--- src/rtl/lsu_arbiter.sv ---
// Two-requester arbiter in front of a single LSU port; one access in flight at a time.
// Define LSU_ARB_RR_EN for round-robin arbitration; otherwise m0 has fixed priority.
`timescale 1ns/1ps
module lsu_arbiter #(
    parameter int unsigned RD_LAT = 1
) (
    input  logic        i_clk,
    input  logic        i_rst,
    input  logic        i_m0_valid,
    input  logic [31:0] i_m0_addr,
    input  logic [31:0] i_m0_wdata,
    input  logic        i_m0_wren,
    input  logic [2:0]  i_m0_sel_mod,
    output logic        o_m0_ready,
    output logic        o_m0_rsp_valid,
    output logic [31:0] o_m0_rsp_data,
    input  logic        i_m1_valid,
    input  logic [31:0] i_m1_addr,
    input  logic [31:0] i_m1_wdata,
    input  logic        i_m1_wren,
    input  logic [2:0]  i_m1_sel_mod,
    output logic        o_m1_ready,
    output logic        o_m1_rsp_valid,
    output logic [31:0] o_m1_rsp_data,
    output logic [31:0] o_lsu_addr,
    output logic [31:0] o_lsu_st_data,
    output logic        o_lsu_wren,
    output logic [2:0]  o_lsu_sel_mod,
    input  logic [31:0] i_lsu_ld_data,
    output logic        o_busy
);

    typedef enum logic [1:0] {IDLE, ACCESS, WAIT, RESP} state_t;

    localparam bit         HAS_WAIT = (RD_LAT != 0);
    localparam logic [2:0] CNT_INIT = HAS_WAIT ? 3'(RD_LAT - 1) : 3'd0;

    state_t      state_q, state_d;
    logic        id_q;
    logic [31:0] addr_q;
    logic [31:0] wdata_q;
    logic        wren_q;
    logic [2:0]  sel_q;
    logic [2:0]  cnt_q;
    logic [31:0] rsp_data0_q;
    logic [31:0] rsp_data1_q;
    logic        gnt0;
    logic        gnt1;
    logic        hs;
    logic        sample;

`ifdef LSU_ARB_RR_EN
    logic rr_last_q;  // 1 when m1 was granted most recently

    always_comb begin
        gnt0 = i_m0_valid;
        gnt1 = i_m1_valid;
        if (i_m0_valid && i_m1_valid) begin
            gnt0 = rr_last_q;
            gnt1 = !rr_last_q;
        end
    end

    always_ff @(posedge i_clk or negedge i_rst) begin
        if (!i_rst) begin
            rr_last_q <= 1'b1;
        end else if (hs) begin
            rr_last_q <= o_m1_ready;
        end
    end
`else
    always_comb begin
        gnt0 = i_m0_valid;
        gnt1 = i_m1_valid && !i_m0_valid;
    end
`endif

    // Ready is gated by reset so nothing can be accepted while the block is held in reset.
    assign o_m0_ready = (state_q == IDLE) && i_rst && gnt0;
    assign o_m1_ready = (state_q == IDLE) && i_rst && gnt1;
    assign hs         = o_m0_ready || o_m1_ready;

    assign sample = ((state_q == ACCESS) && !HAS_WAIT) ||
                    ((state_q == WAIT) && (cnt_q == 3'd0));

    always_comb begin
        state_d = state_q;
        case (state_q)
            IDLE:    if (hs) state_d = ACCESS;
            ACCESS:  state_d = HAS_WAIT ? WAIT : RESP;
            WAIT:    if (cnt_q == 3'd0) state_d = RESP;
            RESP:    state_d = IDLE;
            default: state_d = IDLE;
        endcase
    end

    always_ff @(posedge i_clk or negedge i_rst) begin
        if (!i_rst) begin
            state_q <= IDLE;
        end else begin
            state_q <= state_d;
        end
    end

    always_ff @(posedge i_clk or negedge i_rst) begin
        if (!i_rst) begin
            id_q        <= 1'b0;
            addr_q      <= '0;
            wdata_q     <= '0;
            wren_q      <= 1'b0;
            sel_q       <= '0;
            cnt_q       <= '0;
            rsp_data0_q <= '0;
            rsp_data1_q <= '0;
        end else begin
            if (hs) begin
                id_q    <= o_m1_ready;
                addr_q  <= o_m1_ready ? i_m1_addr    : i_m0_addr;
                wdata_q <= o_m1_ready ? i_m1_wdata   : i_m0_wdata;
                wren_q  <= o_m1_ready ? i_m1_wren    : i_m0_wren;
                sel_q   <= o_m1_ready ? i_m1_sel_mod : i_m0_sel_mod;
            end
            if (state_q == ACCESS) begin
                cnt_q <= CNT_INIT;
            end else if ((state_q == WAIT) && (cnt_q != 3'd0)) begin
                cnt_q <= cnt_q - 3'd1;
            end
            // Load data lands straight in the owner's response register; stores answer 0.
            if (sample) begin
                if (id_q) begin
                    rsp_data1_q <= wren_q ? 32'h0 : i_lsu_ld_data;
                end else begin
                    rsp_data0_q <= wren_q ? 32'h0 : i_lsu_ld_data;
                end
            end
        end
    end

    assign o_lsu_addr     = addr_q;
    assign o_lsu_st_data  = wdata_q;
    assign o_lsu_sel_mod  = sel_q;
    assign o_lsu_wren     = (state_q == ACCESS) && wren_q;
    assign o_m0_rsp_valid = (state_q == RESP) && !id_q;
    assign o_m1_rsp_valid = (state_q == RESP) && id_q;
    assign o_m0_rsp_data  = rsp_data0_q;
    assign o_m1_rsp_data  = rsp_data1_q;
    assign o_busy         = (state_q != IDLE);

endmodule

--- config.mk ---
export PLATFORM = sky130hd
export DESIGN_NAME = lsu_arbiter
export DESIGN_NICKNAME = d
export VERILOG_FILES = /design/src/rtl/lsu_arbiter.sv
export SDC_FILE = /design/constraint.sdc
export NUM_CORES = 1
export LEC_CHECK = 0
export CORE_MARGIN = 3
export CORE_UTILIZATION = 35
export CTS_BUF_LIST = sky130_fd_sc_hd__clkbuf_16
export DETAILED_ROUTE_END_ITERATION = 10
export PLACE_DENSITY = 0.74
export SLEW_MARGIN = 20
export SYNTH_ARGS = -nofsm -noshare
export SYNTH_HDL_FRONTEND = slang
export SYNTH_SLANG_ARGS = --single-unit
--- constraint.sdc ---
create_clock -name i_clk -period 2.6 [get_ports i_clk]
set_clock_uncertainty 0.15 [all_clocks]
set_input_delay 0.52 -clock i_clk [delete_from_list [all_inputs] [get_ports i_clk]]
set_output_delay 0.52 -clock i_clk [all_outputs]
set_load 0.005 [all_outputs]
# Word-level counts from Yosys, hierarchy flattened

Cells that the tools add are included.

Register bits: 138
Bits in latches: 0
Bits in writable memories: 0
Memory bits (read-only): 0
Input port bits: 172
Output and inout bits: 137
Logic and storage cells: 46
Memories: 0

Add/sub/neg operators: 1
Multipliers: 0
Div/mod/pow operators: 0
Magnitude comparators: 0
Eq/ne operators: 5
Shift-type cells: 0
Muxes and demuxes: 10
Bitwise operators: 1
Reduce and logical (&&, ||, !) cells: 20

Operator list:

| operator                                             | number |
|---|---|
| 2-to-1 mux 32 bit                                    | 3 |
| logical AND 1 bit                                    | 9 |
| 2-to-1 mux 3 bit                                     | 3 |
| case mux 2 bit (4 select lines)                      | 1 |
| AND reduction 2 bit                                  | 3 |
| equality test 2 bit (second input constant)          | 2 |
| 2-to-1 mux 2 bit                                     | 2 |
| nonzero test 2 bit                                   | 2 |
| logical NOT 3 bit                                    | 1 |
| nonzero test 3 bit                                   | 1 |
| subtractor 3 x 1 -> 3 bit (second input constant)    | 1 |
| equality test 2 x 1 -> 1 bit (second input constant) | 1 |
| logical NOT 1 bit                                    | 2 |
| logical NOT 2 bit                                    | 1 |
| != test 2 x 1 -> 1 bit (second input constant)       | 1 |
| != test 2 bit (second input constant)                | 1 |
| logical OR 1 bit                                     | 1 |
| 2-to-1 mux 1 bit                                     | 1 |
| inverter 1 bit                                       | 1 |

# Depth between registers and ports, before layout

Gate-level depths: netlist of run 1.

Depth after elaboration: 6
Mapped depth: 8
Mapped depth without buffers: 5

# Worst setup path after synthesis of run 1

OpenSTA, ideal clock, no wires.

Kind: flip-flop to output port
From: register state_q[0]
To: output port o_m1_ready
Arrival: 1.268 ns
Data required time: 1.930 ns
Slack: 0.662 ns
Stages on the path, launching flop included: 6
Path buffers: 1
Cells stage by stage: dfrtp_1 -> inv_1 -> ha_1 -> nand4b_1 -> clkbuf_1 -> inv_1

Longest elaborated chain between the ends: 3

RTL lines:

| element                         | RTL line | source |
|---|---|---|
| from (decl)                     | 38       | `state_t state_q, state_d;` |
| from (signal assigned)          | 101      | `state_q <= state_d;` |
| logical NOT 2 bit               | 80       | `assign o_m1_ready = (state_q == IDLE) && i_rst && gnt1;` |
| logical AND 1 bit (2 in series) | 80       |  |
| to (decl)                       | 22       | `output logic o_m1_ready,` |

No other way between the ends.

# Worst setup path in the final report of run 1

From: register state_q[0]
To: output port o_m0_ready

Longest elaborated chain between the ends: 3

RTL lines:

| element                         | RTL line | source |
|---|---|---|
| logical NOT 2 bit               | 79       | `assign o_m0_ready = (state_q == IDLE) && i_rst && gnt0;` |
| logical AND 1 bit (2 in series) | 79       |  |
| to (decl)                       | 14       | `output logic o_m0_ready,` |

No other way between the ends.

==> results.py, run 1 <==
metrics = {
    "outcome": {
        "outcome": "complete, no violations",
    },
    "finish": {
        "antenna_cells": 0,
        "final_util_pct": 60.68,
        "syn2layout_area_growth_pct": 66.90,
        "num-fill-cells": 1393,
        "final_area_sq_mm": 0.009779,
        "layout-drive-gt1-share_pct": 5.568,
        "final_cells": 1114,
        "num-nets-final": 1065,
    },
    "routing": {
        "wire_per_inst_um": 16.91,
        "drt.antenna.violating_nets": 0,
        "routed_via_density": 4.839,
        "firstDrtPassIters": 4,
        "drcViolationCount": 0,
        "drtIter0Drc": 287,
        "wl_mm": 18.83,
        "vias": 5391,
    },
    "critical_path": {
        "startpoint_type": "flop",
        "path_buf_inv": 2,
        "crit_arrival_ns": 1.81,
        "cp_cell_sequence": "inv_2, ha_4, and3_1, clkdlybuf4s50_1",
        "crit_required_ns": 1.93,
        "endpoint_kind": "primary output",
        "cp_max_fo": 6,
        "path_class": "reg -> out",
        "cp_top_family": "buffers and inverters",
        "slowest_delay_ns": 0.51,
        "cpMaxStageDelayCell": "clkdlybuf4s50_1",
    },
    "grt": {
        "antenna_found_initial": 1,
        "grt_overflow_total": 0,
        "grt_util_met3_pct": 7.281,
        "grt_pass1_wl_mm": 28.97,
        "grt_use_met2_pct": 35.59,
        "grt-busiest-layer": "met2",
        "grt_use_total_pct": 20.45,
        "met1_usage_pct": 23.44,
        "grt_max_degree": 131,
        "grt_pass1_vias": 5283,
    },
    "sta": {
        "fmax_ghz": 0.4038,
        "finalSetupViolCount": 0,
        "drv_slew": 0,
        "layout_min_cycle_time_ns": 2.477,
        "tightestPinTransition_ns": 0.7451,
        "worst_slack_ns": 0.1235,
        "max-slew-margin-rel_pct": 50.33,
        "fin_crit_sh_pct": 95.25,
        "finalHoldViolations": 0,
        "finalSetupTns_ns": 0,
        "rsz0062_at_grt": "no",
    },
    "pwr": {
        "p_leak_nw": 4.309,
        "ir_drop_mv": 0.5128,
        "p_per_area_mw_per_mm2": 1042,
    },
    "synth": {
        "yosys_warnings": 0,
        "synth-seq-area-share_pct": 58.94,
        "synth.avg_cell_area_sq_um": 9.914,
        "netlist_instances": 591,
        "ys_seq_elements": 138,
        "synth.distinct_cells": 28,
        "syn-num-nets": 770,
        "netlist_area_sq_mm": 0.005859,
    },
    "placed_design": {
        "dp_cells": 1080,
        "hpwlAfterDp_mm": 13.92,
        "port_buffers": 308,
        "gp_congestion": 0.8212,
        "dp_slack_ns": 0.1775,
        "placed_area_sq_mm": 0.009159,
    },
    "clock_tree": {
        "htreeDepth": 4,
        "tritoncts": "yes",
        "clock_sinks": 138,
        "root_buffer": "clkbuf_16",
        "numCtsBuffers": 17,
        "cts.clk_slew.worst_paths_ns": 0.06,
        "clk_latency_ns": 0.41,
        "clock_path_buffers": 2,
    },
    "floorplanning": {
        "die_h_um": 135.4,
        "initial_core_util_pct": 36.36,
        "coreArea_sq_mm": 0.01612,
        "pin_count": 309,
        "die-width_um": 135.4,
        "row_count": 46,
        "die-area_sq_mm": 0.01833,
    },
    "run": {
        "maxCapViolCount": 0,
    },
    "min_path": {
        "hold_class": "in -> async",
    },
}
==> power breakdown <==
group          internal [mW]  total (mW)  switching [mW]
clock network           1.49        2.39           0.898
logic                   2.44        4.19            1.75
registers               3.10        3.61           0.510
total                   7.03        10.2            3.16
==> placed cells by master (no fill, tap or decap), types with 2 or more instances in the layout <==
cell and n:
clkdlybuf4s50_1 307, dfrtp_1 138, nand2_1 133, o21ai_0 130
a22oi_1 68, nand2b_1 33, clkbuf_16 17, buf_4 9
inv_1 7, o21ai_1 5, ha_1 5, buf_12 5
clkinv_1 4, nor2_1 3, bufinv_16 3, and2_1 2
inv_2 2, nor2b_1 2, a21oi_1 2, clkinvlp_4 2
inv_6 2
==> cells in the mapped netlist <==
| cell | n | area share [%] |
|---|---|---|
| a2bb2oi_1 | 1 | 0.15 |
| or3_1 | 1 | 0.11 |
| nand2b_1 | 33 | 3.5 |
| ha_1 | 7 | 1.5 |
| nand4bb_1 | 1 | 0.19 |
| and2_1 | 2 | 0.21 |
| nand3_1 | 1 | 0.085 |
| nor2_1 | 3 | 0.19 |
| buf_6 | 3 | 0.58 |
| mux2_1 | 1 | 0.19 |
| a22oi_1 | 68 | 8.7 |
| nand4b_2 | 1 | 0.26 |
| a21oi_1 | 2 | 0.17 |
| inv_1 | 8 | 0.51 |
| nor2b_1 | 3 | 0.32 |
| o211ai_2 | 1 | 0.21 |
| clkbuf_1 | 28 | 1.8 |
| o21ai_1 | 5 | 0.43 |
| a22oi_2 | 1 | 0.21 |
| o21ai_0 | 130 | 11 |
| buf_4 | 4 | 0.51 |
| buf_2 | 12 | 1.0 |
| nor4bb_1 | 1 | 0.17 |
| nand2_1 | 133 | 8.5 |
| nand4b_1 | 1 | 0.15 |
| and3_1 | 1 | 0.11 |
| dfrtp_1 | 138 | 59 |
| a21boi_0 | 1 | 0.13 |
==> worst paths after layout <==
path                                  startpoint           endpoint  slack, ns  cells past startpoint
worst min register to register  o_m0_rsp_data[7]   o_m0_rsp_data[7]       0.32                      2
max in group asynchronous                  i_rst  o_lsu_st_data[13]       1.49                      2
worst min-delay path                       i_rst  o_m0_rsp_data[18]       0.07                      2
worst max register to register        state_q[0]  o_lsu_st_data[30]       0.55                      6
min in group i_clk              o_m0_rsp_data[7]   o_m0_rsp_data[7]       0.32                      2
worst max-delay path                  state_q[0]         o_m0_ready       0.12                      4
==> metrics by stage <==
stage	hold WS [ns]	total power, mW
after global routing	0.1676	10.89
after global placement	0.2056	7.740
after detailed placement	0.2056	7.862
final	0.07025	10.19
after floorplan	0.07441	5.073
after CTS	0.1497	10.31
==> registers in the layout, indices dropped and copies added (netlist names) <==
signal,count
o_m1_rsp_data,32
state_q,2
o_m0_rsp_data,32
cnt_q,3
o_lsu_sel_mod,3
o_lsu_st_data,32
wren_q,1
id_q,1
o_lsu_addr,32
==> cell type report <==
type | instances | area, sq um | share of cell area [%]
multi-input combinational | 398 | 2183 | 22.33
tap | 216 | 270.3 | 2.764
clock inverter | 14 | 155.1 | 1.586
timing repair buffer | 323 | 3262 | 33.35
inverter | 8 | 30.03 | 0.3071
sequential | 138 | 3453 | 35.31
clock buffer | 17 | 425.4 | 4.350
==> kinds of logic after synthesis <==
kind of cell | after synthesis | synth area share, %
compound gates | 209 | 21.12
fa+ha+maj | 7 | 1.495
buf+inv | 55 | 4.420
flops | 138 | 58.94
mux | 1 | 0.1922
simple gates | 181 | 13.84
==> worst reg2reg max path: cells and delay by family, from the launching register on <==
family	cells	cell delay [ns]
AOI/OAI and AO/OA	2	0.44
adders and majority gates	1	0.19
buffers and inverters	2	0.67
DFF	1	0.42
and+or+nand+nor	1	0.11
==> metal layers <==
layer,vias to the layer above,wire length (um)
met5,-,13
met4,2,433
met3,28,1645
met2,228,9519
met1,2492,7221
li1,2641,-
==> timing repair <==
| action | CTS | global route |
|---|---|---|
| hold buffers | 1 | 0 |
| buffers inserted | 0 | 2 |
| cloned | 0 | 0 |
| pin swaps | 0 | 1 |
| endpoints found under the setup margin | 2 | 3 |
| endpoints found under the hold margin | 8 | 0 |
| gates resized for setup | 2 | 3 |
(Power assumes the default switching activity.)
==> inputs of run 2 (changes only) <==
Settings changed: CORE_MARGIN 3 to 4.
==> run 2 against run 1 <==
Clock power shrank 9.2%. Total power fell by 1.8%. Count of clock-buffer cells in the layout unchanged. Largest cell class unchanged.
==> results.py, run 2 (synthesis gave the netlist of run 1 again) <==
metrics = {
    "outcome": {
        "outcome": "complete, no violations",
    },
    "grt": {
        "grt_pass1_wl_mm": 27.86,
        "antenna_found_initial": 0,
        "grt_overflow_total": 0,
        "grt_max_degree": 71,
        "grt_pass1_vias": 5216,
        "grt_use_total_pct": 19.26,
    },
    "routing": {
        "wl_mm": 18.44,
        "drt.antenna.violating_nets": 0,
        "vias": 5385,
        "routed_via_density": 4.782,
        "drtIter0Drc": 172,
        "wire_per_inst_um": 16.37,
        "firstDrtPassIters": 5,
        "drcViolationCount": 0,
    },
    "run": {
        "maxCapViolCount": 0,
    },
    "finish": {
        "seqCellArea_sq_mm": 0.003453,
        "antenna_cells": 0,
        "num-nets-final": 1072,
        "final_common_cell": "clkdlybuf4s50_1",
        "multiInputGateArea_sq_mm": 0.002183,
        "syn2layout_area_growth_pct": 67.18,
        "final_cells": 1126,
        "num-fill-cells": 1455,
        "final_cell_mix": "clkdlybuf4s50_1, dfrtp_1, nand2_1",
        "final_area_sq_mm": 0.009796,
        "layout-drive-gt1-share_pct": 6.733,
        "final_util_pct": 59.49,
    },
    "floorplanning": {
        "coreArea_sq_mm": 0.01647,
        "die_h_um": 137.4,
        "pin_count": 309,
        "initial_core_util_pct": 35.59,
        "die-width_um": 137.4,
        "row_count": 47,
        "die-area_sq_mm": 0.01887,
    },
    "sta": {
        "rsz0062_at_grt": "no",
        "fin_crit_sh_pct": 95.89,
        "finalSetupTns_ns": 0,
        "finalSetupViolCount": 0,
        "fmax_ghz": 0.4011,
        "tightestPinTransition_ns": 0.8761,
        "max-slew-margin-rel_pct": 41.59,
        "drv_slew": 0,
        "layout_min_cycle_time_ns": 2.493,
        "finalHoldViolations": 0,
    },
    "pwr": {
        "p_per_area_mw_per_mm2": 1021,
        "p_leak_nw": 4.320,
        "ir_drop_mv": 0.4270,
        "finalPower_mw": 10.00,
    },
    "clock_tree": {
        "numCtsBuffers": 17,
        "htreeDepth": 4,
        "clock_path_buffers": 2,
        "root_buffer": "clkbuf_16",
        "clock_sinks": 138,
        "cts.clk_slew.worst_paths_ns": 0.06,
        "tritoncts": "yes",
        "clk_latency_ns": 0.41,
    },
    "critical_path": {
        "cp_cell_sequence": "inv_2, ha_2, and2_1, clkdlybuf4s50_1",
        "r2r-start": "state_q[0]",
        "cp_max_fo": 4,
        "crit_required_ns": 1.93,
        "ff2ff_path_depth": 6,
        "path_class": "reg -> out",
        "startpoint_type": "flop",
        "slowest_delay_ns": 0.55,
        "endpoint_kind": "primary output",
        "crit_arrival_ns": 1.82,
        "rrSetupSlack_ns": 0.56,
        "cpMaxStageDelayCell": "clkdlybuf4s50_1",
        "worstReg2RegEnd": "o_lsu_st_data[27]",
    },
    "placed_design": {
        "hpwlAfterDp_mm": 13.61,
        "placed_area_sq_mm": 0.009229,
        "gp_congestion": 0.7876,
        "port_buffers": 308,
        "dp_cells": 1091,
    },
    "min_path": {
        "hold_class": "in -> async",
    },
}
## run 2: final cells by class
| class | count | share of cell area (%) |
|---|---|---|
| timing repair buffer | 330 | 33.96 |
| clock buffer | 17 | 4.343 |
| clock inverter | 15 | 1.035 |
| inverter | 8 | 0.3066 |
| sequential | 138 | 35.25 |
| multi-input combinational | 398 | 22.29 |
| tap | 220 | 2.810 |
## run 2: report_power, final
part | internal (mW) | switching (mW)
logic | 2.48 | 1.76
registers | 3.10 | 0.499
clock network | 1.21 | 0.954
total | 6.79 | 3.21
## run 2: worst max-delay path: cells and delay by family (launching register included)
family / cells / cell delay, ns
fa+ha+maj: 1 / 0.22
buf+inv: 2 / 0.66
simple gates: 1 / 0.13
flops: 1 / 0.41
## run 2: stage by stage
stage,setup WS (ns),hold WS [ns]
6_report,0.1069,0.1573
5_1_grt,0.01907,0.2140
2_1_floorplan,0.6624,0.07441
3_5_place_dp,0.1510,0.2146
3_3_place_gp,0.1747,0.2152
4_1_cts,0.006669,0.1667
## run 2: worst max-delay path by stage
stage / end / slack, ns / startpoint
6_report: o_lsu_wren / 0.11 / state_q[1]
4_1_cts: o_lsu_wren / 0.007 / state_q[1]
3_5_place_dp: o_m1_ready / 0.15 / i_m0_valid
3_3_place_gp: o_m1_ready / 0.17 / i_m1_valid
5_1_grt: o_m1_ready / 0.02 / state_q[0]
2_1_floorplan: o_m1_ready / 0.66 / state_q[0]
## run 2: repair_timing
| item | in CTS | in global routing |
|---|---|---|
| cloned | 0 | 0 |
| endpoints found under the hold margin | 12 | 0 |
| hold buffers | 1 | 0 |
| buffers inserted | 0 | 2 |
| endpoints found under the setup margin | 3 | 3 |
| gates resized for setup | 3 | 2 |
| pin swaps | 0 | 1 |
## run 2: routing by layer
layer	GRT usage, %	vias up	part of all wire [%]
li1	-	2649	-
met4	7.927	0	2.9
met1	22.77	2470	39
met5	0	-	0
met3	7.341	27	10
met2	31.48	239	48
==> inputs of run 3 (changes only) <==
Settings changed: ABC_CLOCK_PERIOD_IN_PS from default to 2600, DONT_BUFFER_PORTS from default to 1, PLACE_DENSITY 0.74 to 0.5.
==> run 3 against run 2 <==
The run now ends with hold timing left. Final area is 33% lower. Worst hold slack got worse by 0.51 ns. Sequential cell count did not move. Utilization shrank 20 points. Final cell count down 29%. Wire length down 16%. Combinational power shrank 60%. Largest power group is now registers. Critical path depth up 1. Count of clock-buffer cells in the layout is the same. Total power decreased by 22%. Global-route usage is 3.5 points lower. Setup slack better by 0.011 ns.
==> results.py, run 3 (synthesis gave the netlist of run 1 again) <==
metrics = {
    "outcome": {
        "outcome": "complete, but fails checks",
        "failed_checks": "hold timing",
    },
    "placed_design": {
        "gp_congestion": 0.7695,
        "hpwlAfterDp_mm": 11.29,
        "dp_cells": 772,
        "port_buffers": 0,
    },
    "clock_tree": {
        "tritoncts": "yes",
        "htreeDepth": 4,
        "clock_sinks": 138,
        "post-cts-setup-buffer-count": 0,
        "root_buffer": "clkbuf_16",
        "clock_path_buffers": 2,
        "numCtsBuffers": 17,
        "clk_latency_ns": 0.41,
        "cts.clk_slew.worst_paths_ns": 0.06,
    },
    "critical_path": {
        "crit_arrival_ns": 1.81,
        "crit_required_ns": 1.93,
        "cp_max_fo": 62,
        "endpoint_kind": "primary output",
        "rrSetupSlack_ns": 0.65,
        "path_class": "reg -> out",
        "startpoint_type": "flop",
    },
    "sta": {
        "fin_crit_sh_pct": 95.46,
        "rsz0062_at_grt": "no",
        "fmax_ghz": 0.4029,
        "fin_worst_hold_slack_ns": -0.3481,
        "tightestPinTransition_ns": 0.5795,
        "drv_slew": 0,
        "layout_min_cycle_time_ns": 2.482,
        "max-slew-margin-rel_pct": 61.29,
        "finalSetupTns_ns": 0,
        "finalHoldViolations": 138,
        "finalSetupViolCount": 0,
    },
    "grt": {
        "grt_pass1_wl_mm": 22.57,
        "grt_max_degree": 142,
        "antenna_found_initial": 0,
        "grt_use_total_pct": 15.74,
        "grt_pass1_vias": 3988,
        "grt_overflow_total": 0,
    },
    "finish": {
        "final_cell_mix": "dfrtp_1, nand2_1, o21ai_0",
        "antenna_cells": 0,
        "layout-drive-gt1-share_pct": 7.363,
        "final_cells": 804,
        "num-nets-final": 750,
        "syn2layout_area_growth_pct": 12.32,
        "final_common_cell": "dfrtp_1",
    },
    "floorplanning": {
        "row_count": 47,
        "pin_count": 309,
        "initial_core_util_pct": 35.59,
        "die-width_um": 137.4,
        "coreArea_sq_mm": 0.01647,
        "die-area_sq_mm": 0.01887,
        "die_h_um": 137.4,
    },
    "routing": {
        "drcViolationCount": 0,
        "vias": 4139,
        "firstDrtPassIters": 4,
        "routed_via_density": 5.148,
        "wl_mm": 15.47,
        "drt.antenna.violating_nets": 0,
        "drtIter0Drc": 150,
        "wire_per_inst_um": 19.24,
    },
    "run": {
        "maxCapViolCount": 0,
    },
    "pwr": {
        "p_per_area_mw_per_mm2": 1188,
        "ir_drop_mv": 0.4299,
        "p_leak_nw": 3.072,
    },
    "min_path": {
        "hold_class": "in -> async",
    },
}
run 3: changes by cell type in the layout (fill, tap and decap cells not counted), moves of 2 or more:
cell             delta
clkinvlp_4          -2
buf_4              -11
clkdlybuf4s50_1   -307
clkinv_1            +2
clkinv_2            -4
buf_12              -2
clkinv_4            +3
inv_2               -2
run 3: metrics by stage:
step | utilization, % | total power, mW | cell area, sq um | hold WS (ns) | setup slack, ns
floorplan | - | 5.073 | 5859 | 0.07441 | 0.6624
global placement | 36.66 | 5.638 | 6037 | 0.07773 | 0.5662
detailed placement | 36.66 | 5.749 | 6037 | 0.07780 | 0.4811
CTS | 39.95 | 7.985 | 6579 | -0.3767 | 0.02276
global route | 39.97 | 8.453 | 6581 | -0.3785 | 0.01723
finish | 39.97 | 7.817 | 6581 | -0.3481 | 0.1181
run 3: layer usage:
layer  track usage [%]  wire length [um]  up-vias
met4             6.042               190        0
met2             25.52              7819      196
li1                  -                 -     1996
met1             18.86              5989     1936
met5                 0                 0        -
met3             6.172              1472       11
run 3: critical path: stages, from the launching register on:
cell and delay [ns]:
dfrtp_1 0.41, inv_1 0.13, ha_2 0.28, nand4b_1 0.21, buf_12 0.25, inv_1 0.10
run 3: where the power goes:
part / internal, mW / leakage, nW / switching (mW)
sequential: 3.10 / 1.74 / 0.830
clock: 1.23 / 0.259 / 0.956
combinational: 0.672 / 1.07 / 1.02
total: 5.01 / 3.07 / 2.81
run 3: what timing repair did:
action                                  4_1_cts  5_1_grt
resized for setup                             0        1
endpoints found under the setup margin        0        1
hold endpoints to repair                    138      138
run 3: path summary, 6_finish.rpt:
kind | from | to | cells past startpoint
min in group i_clk | i_lsu_ld_data[10] | o_m0_rsp_data[10] | 2
max | state_q[0] | o_m1_ready | 5
min reg2reg | o_m0_rsp_data[10] | o_m0_rsp_data[10] | 2
max in group asynchronous | i_rst | o_lsu_addr[18] | 0
max reg2reg | state_q[0] | o_lsu_addr[5] | 6
min | i_rst | o_m1_rsp_data[6] | 0
run 3: cell type report:
cell class | instances | area, sq um
fill | 1605 | 9884
clock inverter | 15 | 116.4
multi-input combinational | 398 | 2171
sequential | 138 | 3453
clock buffer | 17 | 425.4
inverter | 8 | 30.03
tap | 220 | 275.3
timing repair buffer | 8 | 110.1
